[src/rtl/hpdcache_cmo_issuer_if.sv]
// Handshake bundle between the CMO issuer, the core, the memory-side invalidation source and the CMO handler.
interface hpdcache_cmo_issuer_if #(
  parameter int unsigned NLINE_WIDTH  = 43,
  parameter int unsigned OFFSET_WIDTH = 6,
  parameter int unsigned WAYS         = 8,
  parameter int unsigned WORD_WIDTH   = 64,
  parameter int unsigned ID_WIDTH     = 4
);
    localparam int unsigned ADDR_WIDTH = NLINE_WIDTH + OFFSET_WIDTH;

    logic                   core_req_valid_i;
    logic                   core_req_ready_o;
    logic [2:0]             core_req_op_i;
    logic [ADDR_WIDTH-1:0]  core_req_addr_i;
    logic [WAYS-1:0]        core_req_ways_i;
    logic [ID_WIDTH-1:0]    core_req_id_i;

    logic                   core_rsp_valid_o;
    logic                   core_rsp_ready_i;
    logic [ID_WIDTH-1:0]    core_rsp_id_o;
    logic                   core_rsp_error_o;

    logic                   mem_inval_valid_i;
    logic                   mem_inval_ready_o;
    logic [NLINE_WIDTH-1:0] mem_inval_nline_i;

    logic                   cmo_req_valid_o;
    logic                   cmo_req_ready_i;
    logic [3:0]             cmo_req_op_o;
    logic [ADDR_WIDTH-1:0]  cmo_req_addr_o;
    logic [WORD_WIDTH-1:0]  cmo_req_wdata_o;
    logic                   cmo_mem_inval_valid_o;

    modport master (
        input  core_req_valid_i, core_req_op_i, core_req_addr_i, core_req_ways_i, core_req_id_i,
        output core_req_ready_o,
        output core_rsp_valid_o, core_rsp_id_o, core_rsp_error_o,
        input  core_rsp_ready_i,
        input  mem_inval_valid_i, mem_inval_nline_i,
        output mem_inval_ready_o,
        output cmo_req_valid_o, cmo_req_op_o, cmo_req_addr_o, cmo_req_wdata_o, cmo_mem_inval_valid_o,
        input  cmo_req_ready_i
    );

    modport slave (
        output core_req_valid_i, core_req_op_i, core_req_addr_i, core_req_ways_i, core_req_id_i,
        input  core_req_ready_o,
        input  core_rsp_valid_o, core_rsp_id_o, core_rsp_error_o,
        output core_rsp_ready_i,
        output mem_inval_valid_i, mem_inval_nline_i,
        input  mem_inval_ready_o,
        input  cmo_req_valid_o, cmo_req_op_o, cmo_req_addr_o, cmo_req_wdata_o, cmo_mem_inval_valid_o,
        output cmo_req_ready_i
    );
endinterface

[src/rtl/hpdcache_cmo_issuer.sv]
// CMO request issuer: arbitrates memory invalidations (FIFO, strict priority) and core CMO commands onto the handler.
// Optional statistics counters enabled by defining HPDCACHE_CMO_ISSUER_STATS_EN.
module hpdcache_cmo_issuer #(
    parameter int unsigned NLINE_WIDTH      = 43,
    parameter int unsigned OFFSET_WIDTH     = 6,
    parameter int unsigned WAYS             = 8,
    parameter int unsigned WORD_WIDTH       = 64,
    parameter int unsigned INVAL_FIFO_DEPTH = 4,
    parameter int unsigned ID_WIDTH         = 4
) (
    input  logic                      clk_i,
    input  logic                      rst_ni,
    hpdcache_cmo_issuer_if.master     bus
`ifdef HPDCACHE_CMO_ISSUER_STATS_EN
    ,
    output logic [31:0]               stat_core_cmo_o,
    output logic [31:0]               stat_mem_inval_o,
    output logic [31:0]               stat_fifo_full_o
`endif
);
    localparam int unsigned ADDR_WIDTH = NLINE_WIDTH + OFFSET_WIDTH;
    localparam int unsigned PTR_W      = $clog2(INVAL_FIFO_DEPTH);
    localparam int unsigned CNT_W      = PTR_W + 1;

    typedef enum logic [1:0] {IDLE, ISSUE, WAIT_DONE, RESP} state_e;

    function automatic logic [3:0] decode_op(input logic [2:0] op);
        logic [3:0] onehot;
        onehot = 4'b0000;
        case (op)
            3'd0:    onehot = 4'b0001;
            3'd1:    onehot = 4'b0010;
            3'd2:    onehot = 4'b0100;
            3'd3:    onehot = 4'b1000;
            default: onehot = 4'b0000;
        endcase
        return onehot;
    endfunction

    state_e                  state_q, state_d;
    logic                    req_valid_q, req_valid_d;
    logic [3:0]              op_q, op_d;
    logic [ADDR_WIDTH-1:0]   addr_q, addr_d;
    logic [WORD_WIDTH-1:0]   wdata_q, wdata_d;
    logic                    mem_inval_q, mem_inval_d;
    logic                    rsp_valid_q, rsp_valid_d;
    logic [ID_WIDTH-1:0]     rsp_id_q, rsp_id_d;
    logic                    rsp_err_q, rsp_err_d;

    logic [NLINE_WIDTH-1:0]  fifo_mem_q [INVAL_FIFO_DEPTH];
    logic [PTR_W-1:0]        wr_ptr_q, wr_ptr_d;
    logic [PTR_W-1:0]        rd_ptr_q, rd_ptr_d;
    logic [CNT_W-1:0]        cnt_q, cnt_d;

    logic                    fifo_full, fifo_empty, push, pop;
    logic [3:0]              core_op_onehot;

    assign fifo_full      = (cnt_q == CNT_W'(INVAL_FIFO_DEPTH));
    assign fifo_empty     = (cnt_q == '0);
    assign push           = bus.mem_inval_valid_i && !fifo_full;
    assign core_op_onehot = decode_op(bus.core_req_op_i);

    assign bus.core_req_ready_o      = (state_q == IDLE) && fifo_empty;
    assign bus.mem_inval_ready_o     = !fifo_full;
    assign bus.cmo_req_valid_o       = req_valid_q;
    assign bus.cmo_req_op_o          = op_q;
    assign bus.cmo_req_addr_o        = addr_q;
    assign bus.cmo_req_wdata_o       = wdata_q;
    assign bus.cmo_mem_inval_valid_o = mem_inval_q;
    assign bus.core_rsp_valid_o      = rsp_valid_q;
    assign bus.core_rsp_id_o         = rsp_id_q;
    assign bus.core_rsp_error_o      = rsp_err_q;

    always_comb begin
        state_d     = state_q;
        req_valid_d = req_valid_q;
        op_d        = op_q;
        addr_d      = addr_q;
        wdata_d     = wdata_q;
        mem_inval_d = mem_inval_q;
        rsp_valid_d = rsp_valid_q;
        rsp_id_d    = rsp_id_q;
        rsp_err_d   = rsp_err_q;
        pop         = 1'b0;

        case (state_q)
            IDLE: begin
                // The FIFO head is only read here; it is popped once the handler takes it.
                if (!fifo_empty) begin
                    op_d        = 4'b0010;
                    addr_d      = {fifo_mem_q[rd_ptr_q], {OFFSET_WIDTH{1'b0}}};
                    wdata_d     = '0;
                    mem_inval_d = 1'b1;
                    req_valid_d = 1'b1;
                    state_d     = ISSUE;
                end else if (bus.core_req_valid_i) begin
                    rsp_id_d = bus.core_req_id_i;
                    if (core_op_onehot == 4'b0000) begin
                        rsp_err_d   = 1'b1;
                        rsp_valid_d = 1'b1;
                        state_d     = RESP;
                    end else begin
                        op_d                = core_op_onehot;
                        addr_d              = bus.core_req_addr_i;
                        wdata_d             = '0;
                        wdata_d[WAYS-1:0]   = bus.core_req_ways_i;
                        mem_inval_d         = 1'b0;
                        rsp_err_d           = 1'b0;
                        req_valid_d         = 1'b1;
                        state_d             = ISSUE;
                    end
                end
            end
            ISSUE: begin
                if (bus.cmo_req_ready_i) begin
                    req_valid_d = 1'b0;
                    pop         = mem_inval_q;
                    state_d     = WAIT_DONE;
                end
            end
            WAIT_DONE: begin
                // Handler ready only returns high once it has gone idle again.
                if (bus.cmo_req_ready_i) begin
                    if (mem_inval_q) begin
                        mem_inval_d = 1'b0;
                        state_d     = IDLE;
                    end else begin
                        rsp_valid_d = 1'b1;
                        state_d     = RESP;
                    end
                end
            end
            RESP: begin
                if (bus.core_rsp_ready_i) begin
                    rsp_valid_d = 1'b0;
                    state_d     = IDLE;
                end
            end
            default: state_d = IDLE;
        endcase
    end

    always_comb begin
        wr_ptr_d = wr_ptr_q;
        rd_ptr_d = rd_ptr_q;
        cnt_d    = cnt_q;
        if (push) wr_ptr_d = wr_ptr_q + PTR_W'(1);
        if (pop)  rd_ptr_d = rd_ptr_q + PTR_W'(1);
        case ({push, pop})
            2'b10:   cnt_d = cnt_q + CNT_W'(1);
            2'b01:   cnt_d = cnt_q - CNT_W'(1);
            default: cnt_d = cnt_q;
        endcase
    end

    always_ff @(posedge clk_i or negedge rst_ni) begin
        if (!rst_ni) begin
            state_q     <= IDLE;
            req_valid_q <= 1'b0;
            op_q        <= '0;
            addr_q      <= '0;
            wdata_q     <= '0;
            mem_inval_q <= 1'b0;
            rsp_valid_q <= 1'b0;
            rsp_id_q    <= '0;
            rsp_err_q   <= 1'b0;
            wr_ptr_q    <= '0;
            rd_ptr_q    <= '0;
            cnt_q       <= '0;
        end else begin
            state_q     <= state_d;
            req_valid_q <= req_valid_d;
            op_q        <= op_d;
            addr_q      <= addr_d;
            wdata_q     <= wdata_d;
            mem_inval_q <= mem_inval_d;
            rsp_valid_q <= rsp_valid_d;
            rsp_id_q    <= rsp_id_d;
            rsp_err_q   <= rsp_err_d;
            wr_ptr_q    <= wr_ptr_d;
            rd_ptr_q    <= rd_ptr_d;
            cnt_q       <= cnt_d;
        end
    end

    always_ff @(posedge clk_i) begin
        if (push) fifo_mem_q[wr_ptr_q] <= bus.mem_inval_nline_i;
    end

`ifdef HPDCACHE_CMO_ISSUER_STATS_EN
    function automatic logic [31:0] sat_inc(input logic [31:0] v, input logic en);
        return (en && (v != 32'hFFFF_FFFF)) ? v + 32'd1 : v;
    endfunction

    logic [31:0] stat_core_q, stat_core_d;
    logic [31:0] stat_mem_q, stat_mem_d;
    logic [31:0] stat_full_q, stat_full_d;
    logic        issue_hs;

    assign issue_hs = (state_q == ISSUE) && bus.cmo_req_ready_i;

    always_comb begin
        stat_core_d = sat_inc(stat_core_q, issue_hs && !mem_inval_q);
        stat_mem_d  = sat_inc(stat_mem_q, issue_hs && mem_inval_q);
        stat_full_d = sat_inc(stat_full_q, fifo_full);
    end

    always_ff @(posedge clk_i or negedge rst_ni) begin
        if (!rst_ni) begin
            stat_core_q <= '0;
            stat_mem_q  <= '0;
            stat_full_q <= '0;
        end else begin
            stat_core_q <= stat_core_d;
            stat_mem_q  <= stat_mem_d;
            stat_full_q <= stat_full_d;
        end
    end

    assign stat_core_cmo_o  = stat_core_q;
    assign stat_mem_inval_o = stat_mem_q;
    assign stat_fifo_full_o = stat_full_q;
`endif
endmodule

[src/flat_wrapper.sv]
// flat-port wrapper written by rule: the top's interface ports become plain ports
module hpdcache_cmo_issuer_flat 
#(
    parameter int unsigned NLINE_WIDTH      = 43,
    parameter int unsigned OFFSET_WIDTH     = 6,
    parameter int unsigned WAYS             = 8,
    parameter int unsigned WORD_WIDTH       = 64,
    parameter int unsigned INVAL_FIFO_DEPTH = 4,
    parameter int unsigned ID_WIDTH         = 4
)
  (clk_i, rst_ni, bus_core_req_valid_i, bus_core_req_op_i, bus_core_req_addr_i, bus_core_req_ways_i, bus_core_req_id_i, bus_core_req_ready_o, bus_core_rsp_valid_o, bus_core_rsp_id_o, bus_core_rsp_error_o, bus_core_rsp_ready_i, bus_mem_inval_valid_i, bus_mem_inval_nline_i, bus_mem_inval_ready_o, bus_cmo_req_valid_o, bus_cmo_req_op_o, bus_cmo_req_addr_o, bus_cmo_req_wdata_o, bus_cmo_mem_inval_valid_o, bus_cmo_req_ready_i);
  hpdcache_cmo_issuer_if #(.NLINE_WIDTH(NLINE_WIDTH), .OFFSET_WIDTH(OFFSET_WIDTH), .WAYS(WAYS), .WORD_WIDTH(WORD_WIDTH), .ID_WIDTH(ID_WIDTH)) bus_i ();
  input  logic clk_i;
  input  logic rst_ni;
  input wire logic [$bits(bus_i.core_req_valid_i)-1:0] bus_core_req_valid_i;
  input wire logic [$bits(bus_i.core_req_op_i)-1:0] bus_core_req_op_i;
  input wire logic [$bits(bus_i.core_req_addr_i)-1:0] bus_core_req_addr_i;
  input wire logic [$bits(bus_i.core_req_ways_i)-1:0] bus_core_req_ways_i;
  input wire logic [$bits(bus_i.core_req_id_i)-1:0] bus_core_req_id_i;
  output wire logic [$bits(bus_i.core_req_ready_o)-1:0] bus_core_req_ready_o;
  output wire logic [$bits(bus_i.core_rsp_valid_o)-1:0] bus_core_rsp_valid_o;
  output wire logic [$bits(bus_i.core_rsp_id_o)-1:0] bus_core_rsp_id_o;
  output wire logic [$bits(bus_i.core_rsp_error_o)-1:0] bus_core_rsp_error_o;
  input wire logic [$bits(bus_i.core_rsp_ready_i)-1:0] bus_core_rsp_ready_i;
  input wire logic [$bits(bus_i.mem_inval_valid_i)-1:0] bus_mem_inval_valid_i;
  input wire logic [$bits(bus_i.mem_inval_nline_i)-1:0] bus_mem_inval_nline_i;
  output wire logic [$bits(bus_i.mem_inval_ready_o)-1:0] bus_mem_inval_ready_o;
  output wire logic [$bits(bus_i.cmo_req_valid_o)-1:0] bus_cmo_req_valid_o;
  output wire logic [$bits(bus_i.cmo_req_op_o)-1:0] bus_cmo_req_op_o;
  output wire logic [$bits(bus_i.cmo_req_addr_o)-1:0] bus_cmo_req_addr_o;
  output wire logic [$bits(bus_i.cmo_req_wdata_o)-1:0] bus_cmo_req_wdata_o;
  output wire logic [$bits(bus_i.cmo_mem_inval_valid_o)-1:0] bus_cmo_mem_inval_valid_o;
  input wire logic [$bits(bus_i.cmo_req_ready_i)-1:0] bus_cmo_req_ready_i;
  assign bus_i.core_req_valid_i = bus_core_req_valid_i;
  assign bus_i.core_req_op_i = bus_core_req_op_i;
  assign bus_i.core_req_addr_i = bus_core_req_addr_i;
  assign bus_i.core_req_ways_i = bus_core_req_ways_i;
  assign bus_i.core_req_id_i = bus_core_req_id_i;
  assign bus_core_req_ready_o = bus_i.core_req_ready_o;
  assign bus_core_rsp_valid_o = bus_i.core_rsp_valid_o;
  assign bus_core_rsp_id_o = bus_i.core_rsp_id_o;
  assign bus_core_rsp_error_o = bus_i.core_rsp_error_o;
  assign bus_i.core_rsp_ready_i = bus_core_rsp_ready_i;
  assign bus_i.mem_inval_valid_i = bus_mem_inval_valid_i;
  assign bus_i.mem_inval_nline_i = bus_mem_inval_nline_i;
  assign bus_mem_inval_ready_o = bus_i.mem_inval_ready_o;
  assign bus_cmo_req_valid_o = bus_i.cmo_req_valid_o;
  assign bus_cmo_req_op_o = bus_i.cmo_req_op_o;
  assign bus_cmo_req_addr_o = bus_i.cmo_req_addr_o;
  assign bus_cmo_req_wdata_o = bus_i.cmo_req_wdata_o;
  assign bus_cmo_mem_inval_valid_o = bus_i.cmo_mem_inval_valid_o;
  assign bus_i.cmo_req_ready_i = bus_cmo_req_ready_i;
  hpdcache_cmo_issuer #(.NLINE_WIDTH(NLINE_WIDTH), .OFFSET_WIDTH(OFFSET_WIDTH), .WAYS(WAYS), .WORD_WIDTH(WORD_WIDTH), .INVAL_FIFO_DEPTH(INVAL_FIFO_DEPTH), .ID_WIDTH(ID_WIDTH)) u_core (.clk_i(clk_i), .rst_ni(rst_ni), .bus(bus_i));
endmodule
[config.mk]
export PLATFORM = sky130hd
export DESIGN_NAME = hpdcache_cmo_issuer_flat
export DESIGN_NICKNAME = d
export VERILOG_FILES = /design/src/rtl/hpdcache_cmo_issuer_if.sv /design/src/rtl/hpdcache_cmo_issuer.sv /design/src/flat_wrapper.sv
export SDC_FILE = /design/constraint.sdc
export NUM_CORES = 1
export LEC_CHECK = 0
export CORE_ASPECT_RATIO = 1.2
export CORE_MARGIN = 4
export CORE_UTILIZATION = 25
export CTS_CLUSTER_DIAMETER = 30
export CTS_CLUSTER_SIZE = 20
export DETAILED_ROUTE_END_ITERATION = 10
export PLACE_DENSITY = 0.53
export SETUP_SLACK_MARGIN = 0.15
export SLEW_MARGIN = 20
export SYNTH_ARGS = -nofsm -noshare
export SYNTH_HDL_FRONTEND = slang
export SYNTH_SLANG_ARGS = --single-unit
[constraint.sdc]
create_clock -name clk_i -period 5.2 [get_ports clk_i]
set_input_delay 1.04 -clock clk_i [delete_from_list [all_inputs] [get_ports clk_i]]
set_output_delay 1.04 -clock clk_i [all_outputs]
set_load 0.05 [all_outputs]
======== Word-level counts from Yosys, hierarchy flattened ========
Memories as Yosys holds them, arrays and structs flattened.
Index checks and enable logic that the tools add are counted.
storage, ports and cells
  flip-flop bits (word level) ............. 134
  bits in latches ......................... 0
  memory bits (writable) .................. 172
  bits in read-only memories .............. 0
  bits of input ports ..................... 113
  memories ................................ 1
cells by class
  add/sub/neg operators ................... 4
  multipliers ............................. 0
  divide/modulo/power cells ............... 0
  magnitude comparators ................... 0
  equality and inequality tests ........... 20
  shift operators ......................... 0
  multiplexer cells ....................... 40
  bitwise logic cells ..................... 0
  reductions and logical operators ........ 17
memory list
  name               words  width  read ports  clocked after memory_dff  write ports  RTL line                   source
  u_core.fifo_mem_q  4      43     1           0                         1            hpdcache_cmo_issuer.sv:50  logic [NLINE_WIDTH-1:0] fifo_mem_q [INVAL_FIFO_DEPTH];
operators by type and width
  kind                                                             number
  64-bit 2-to-1 mux                                                3
  49-bit 2-to-1 mux                                                3
  1-bit 2-to-1 mux                                                 18
  2-bit != test, second input constant                             8
  4-bit case mux with 4 select lines                               1
  2-bit 2-to-1 mux                                                 7
  4-bit 2-to-1 mux                                                 3
  4-bit AND reduction                                              3
  2-bit case mux with 4 select lines                               1
  7-bit AND reduction                                              1
  2-bit == test, second input constant                             3
  3-bit by 2-bit == test with 1-bit output, second input constant  2
  3-bit zero test                                                  2
  3-bit != test, second input constant                             2
  3-bit case mux with 2 select lines                               1
  3-bit AND reduction                                              2
  2-bit nonzero test                                               3
  2-bit by 1-bit adder with 2-bit output, second input constant    2
  2-bit by 1-bit == test with 1-bit output, second input constant  2
  4-bit zero test                                                  1
  1-bit case mux with 2 select lines                               2
  3-bit by 1-bit adder with 3-bit output, second input constant    1
  3-bit by 1-bit == test with 1-bit output, second input constant  1
  3-bit == test, second input constant                             1
  other kinds (7)                                                  8

======== Depth between registers and ports, before layout ========
  depth after elaboration ................. 7
  depth in mapped cells ................... 9
  gate-level depth less buffers ........... 9

======== Least setup slack after synthesis ========
OpenSTA, ideal clock, no wires.
  kind .................................... flip-flop to output port
  start ................................... register u_core.cnt_q[2]
  end ..................................... output port bus_core_req_ready_o
  arrival time ............................ 1.764 ns
  slack ................................... 2.396 ns
  stages on the path, launching flop included .. 5
  path through ............................ dfrtp_1 -> or3_4 -> buf_4 -> buf_6 -> nor2_1
between the ends
  cells in the longest elaborated chain, start to end .. 2
ends and longest elaborated chain
  element                 RTL line                    source
  from (decl)             hpdcache_cmo_issuer.sv:53   logic [CNT_W-1:0] cnt_q, cnt_d;
  from (signal assigned)  hpdcache_cmo_issuer.sv:182  cnt_q <= cnt_d;
  3-bit zero test         hpdcache_cmo_issuer.sv:59   assign fifo_empty = (cnt_q == '0);
  1-bit logical AND       hpdcache_cmo_issuer.sv:63   assign bus.core_req_ready_o = (state_q == IDLE) && fifo_empty;
  to (decl)               flat_wrapper.sv:20          output wire logic [$bits(bus_i.core_req_ready_o)-1:0] bus_core_req_ready_o;
Every way passes these cells.

======== Worst setup path after layout ========
Same ends and word-level chain as after synthesis.

==> impl_metrics.json <==
{
  "status": "completed",
  "end_kind": "primary output",
  "grt_max_degree": 67,
  "synth_top_area_share_pct": 49.4,
  "synth_edf_count": 172,
  "dr.pass1.iters": 4,
  "post_cts_buffers": 0,
  "fmax_ghz": 0.270,
  "async_reset_ff_share_pct": 31.2,
  "via_per_inst": 4.31,
  "chipWidth_um": 195,
  "synth_area_per_cell_um2": 16.0,
  "cts_root_buf": "clkbuf_16",
  "h-tree-depth": 2,
  "synth.area.mux_share_pct": 10.0,
  "path_max_fanout": 47,
  "setup_violations": 0,
  "synthAdderAreaFrac_pct": 0.789,
  "drv_cap": 0,
  "yosys.cell_count.top_type": "edfxtp_1",
  "post-route-min-period_ns": 3.70,
  "max_slew_margin_pct": 34.7,
  "synth-compound-area-share_pct": 5.49,
  "antenna_found_initial": 1,
  "ys_top_cells_by_count": "edfxtp_1 (172), dfrtp_1 (78), buf_4 (60)",
  "nNetsFinal": 978,
  "synthCells": 656,
  "switching_share_pct": 36.0,
  "power.density_mw_per_mm2": 650,
  "hold_buffers": 0,
  "power_frac_comb_pct": 32.8,
  "worst_setup_path_start_kind": "flop",
  "num_vias": 6212,
  "p_leak_nw": 5.29,
  "crit_type": "reg -> out",
  "synth.ff_latch_count": 250,
  "io_buffers": 183,
  "clock_power_share_pct": 35.0,
  "synth_cell_type_count": 43,
  "syn_to_final_growth_pct": 37.2,
  "cts_buffers": 53,
  "clk_path_buf_depth": 3,
  "fp.dieArea_mm2": 0.0452,
  "diodes": 0,
  "synth_top_family_by_area": "multiplexers",
  "place_congestion": 0.690,
  "cp_data_arrival_time_ns": 2.66,
  "yosys.area_share.simple_pct": 6.24,
  "cts_sinks": 250,
  "p_seq_share_pct": 32.2,
  "p_int_mw": 5.97,
  "peakVddDrop_mv": 0.305,
  "drive_gt1_share_pct": 18.5,
  "track_usage_pct": 11.8,
  "synth_seq_area_share_pct": 68.0,
  "tightest_slew_ns": 0.979,
  "yosys-top-cells-area": "edfxtp_1 (49%), dfrtp_1 (19%), mux4_2 (9.3%)",
  "grt_pass1_vias": 6788,
  "place_ws_ns": 1.95,
  "yosys_most_used_dff": "edfxtp_1",
  "synth-xor-area-share_pct": 0.502,
  "ios": 240,
  "die_height_um": 232,
  "layout_setup_ws_ns": 1.50,
  "cts_resized": 0,
  "drt-total-wl_um": 27300,
  "drc": 0,
  "skew_ns": 0.0264,
  "p_sw_mw": 3.36,
  "maxSlewViolCount": 0,
  "cts_tree": "yes",
  "post-dp-hpwl_um": 17100,
  "synth_top_cell_by_area": "edfxtp_1",
  "finalHoldViolCount": 0,
  "hp-class": "in -> async",
  "finalCoreUtilization_pct": 35.0,
  "rsz0062_at_grt": "false",
  "row_count": 81,
  "required_ns": 4.16,
  "detail-route-antenna-nets": 0,
  "drtIter0Drc": 287,
  "gr-total-overflow": 0,
  "syn_area_mm2": 0.0105,
  "tns_ns": 0,
  "avgRoutedWirePerCell_um": 18.9,
  "clock_latency_ns": 0.57,
  "period_share_pct": 71.1,
  "yosysWarnings": 0,
  "clk_pin_slew_worst_paths_ns": 0.05,
  "start_util_pct": 25.5,
  "coreArea_mm2": 0.0410,
  "grt_pass1_wl_um": 41300
}
-- layout make-up --
type / instances / area, µm²
sequential: 250 / 7120
timing repair buffer: 194 / 1920
multi-input combinational: 306 / 2640
tap: 539 / 674
inverter: 54 / 203
clock inverter: 36 / 369
clock buffer: 63 / 1420
fill: 3967 / 26700
-- state kept, by name, summed over array words and instances, names as in the netlist --
register	cells
u_core.fifo_mem_q	172
u_core.bus.cmo_req_addr_o	49
u_core.bus.cmo_req_wdata_o	8
u_core.bus.cmo_req_op_o	4
u_core.bus.core_rsp_id_o	4
u_core.cnt_q	3
u_core.rd_ptr_q	2
u_core.state_q	2
u_core.wr_ptr_q	2
u_core.bus.cmo_mem_inval_valid_o	1
u_core.bus.cmo_req_valid_o	1
u_core.bus.core_rsp_error_o	1
u_core.bus.core_rsp_valid_o	1
-- routing by layer --
metal	up-vias	routed length, µm	track usage [%]
met5	-	11	0
met4	2	559	3.62
met3	49	1650	3.02
met2	216	13800	20.8
met1	3110	11300	14.3
li1	2835	-	-
-- path summary, 6_finish.rpt --
check / start / to / slack (ns) / cells after the start
worst max-delay path: u_core.cnt_q[2] / bus_core_req_ready_o / 1.50 / 3
worst min-delay path: rst_ni / u_core.bus.cmo_req_addr_o[38] / 0.48 / 1
worst max register to register: u_core.state_q[1] / u_core.bus.cmo_req_op_o[1] / 2.79 / 4
worst min register to register: u_core.bus.cmo_req_wdata_o[5] / u_core.bus.cmo_req_wdata_o[5] / 0.50 / 1
max in group asynchronous: rst_ni / u_core.bus.cmo_req_addr_o[10] / 3.69 / 2
min in group clk_i: u_core.bus.cmo_req_wdata_o[5] / u_core.bus.cmo_req_wdata_o[5] / 0.50 / 1
-- through the flow --
stage / std cells / total power [mW] / area, µm² / hold slack (ns)
after floorplan: 711 / 5.22 / 10700 / 0.477
after global placement: 1342 / 6.12 / 12500 / 0.482
after detailed placement: 1342 / 6.15 / 12500 / 0.482
after CTS: 1441 / 9.48 / 14300 / 0.472
after global routing: 1442 / 9.80 / 14400 / 0.500
final: 1442 / 9.33 / 14400 / 0.484
-- power by group through the flow --
stage	Clock, mW	Combinational (mW)	Sequential, mW
2_1_floorplan	0	1.61	3.61
3_3_place_gp	0	3.02	3.10
3_5_place_dp	0	3.04	3.11
4_1_cts	3.34	3.05	3.08
5_1_grt	3.45	3.28	3.07
6_report	3.27	3.06	3.00
-- logic make-up after synthesis --
kind of cell | after synthesis
other | 1
buffers and inverters | 155
AND/OR/NAND/NOR | 113
adder cells (fa/ha/maj) | 6
XOR/XNOR | 6
multiplexers | 50
AO/OA/AOI/OAI | 75
flip-flops | 250
-- worst max-delay path: stages, from the launching register on --
cell             delay (ns)
dfrtp_1                0.41
or3_4                  0.67
nor2_1                 0.20
clkdlybuf4s50_1        0.82
-- placed cells by master (no fill, tap or decap), types with 5 or more instances in the layout --
cell	instances
clkinv_4	7
inv_1	54
clkinvlp_4	7
dfrtp_1	76
ha_1	5
nor3_1	43
conb_1	56
inv_6	5
a22o_1	15
nand2_1	5
clkbuf_16	53
clkbuf_8	6
clkinv_2	8
clkdlybuf4s50_1	182
mux2_2	6
buf_4	11
a211oi_1	42
mux4_2	43
edfxtp_1	172
nor4_1	43
Power figures use the tool's default switching activity.
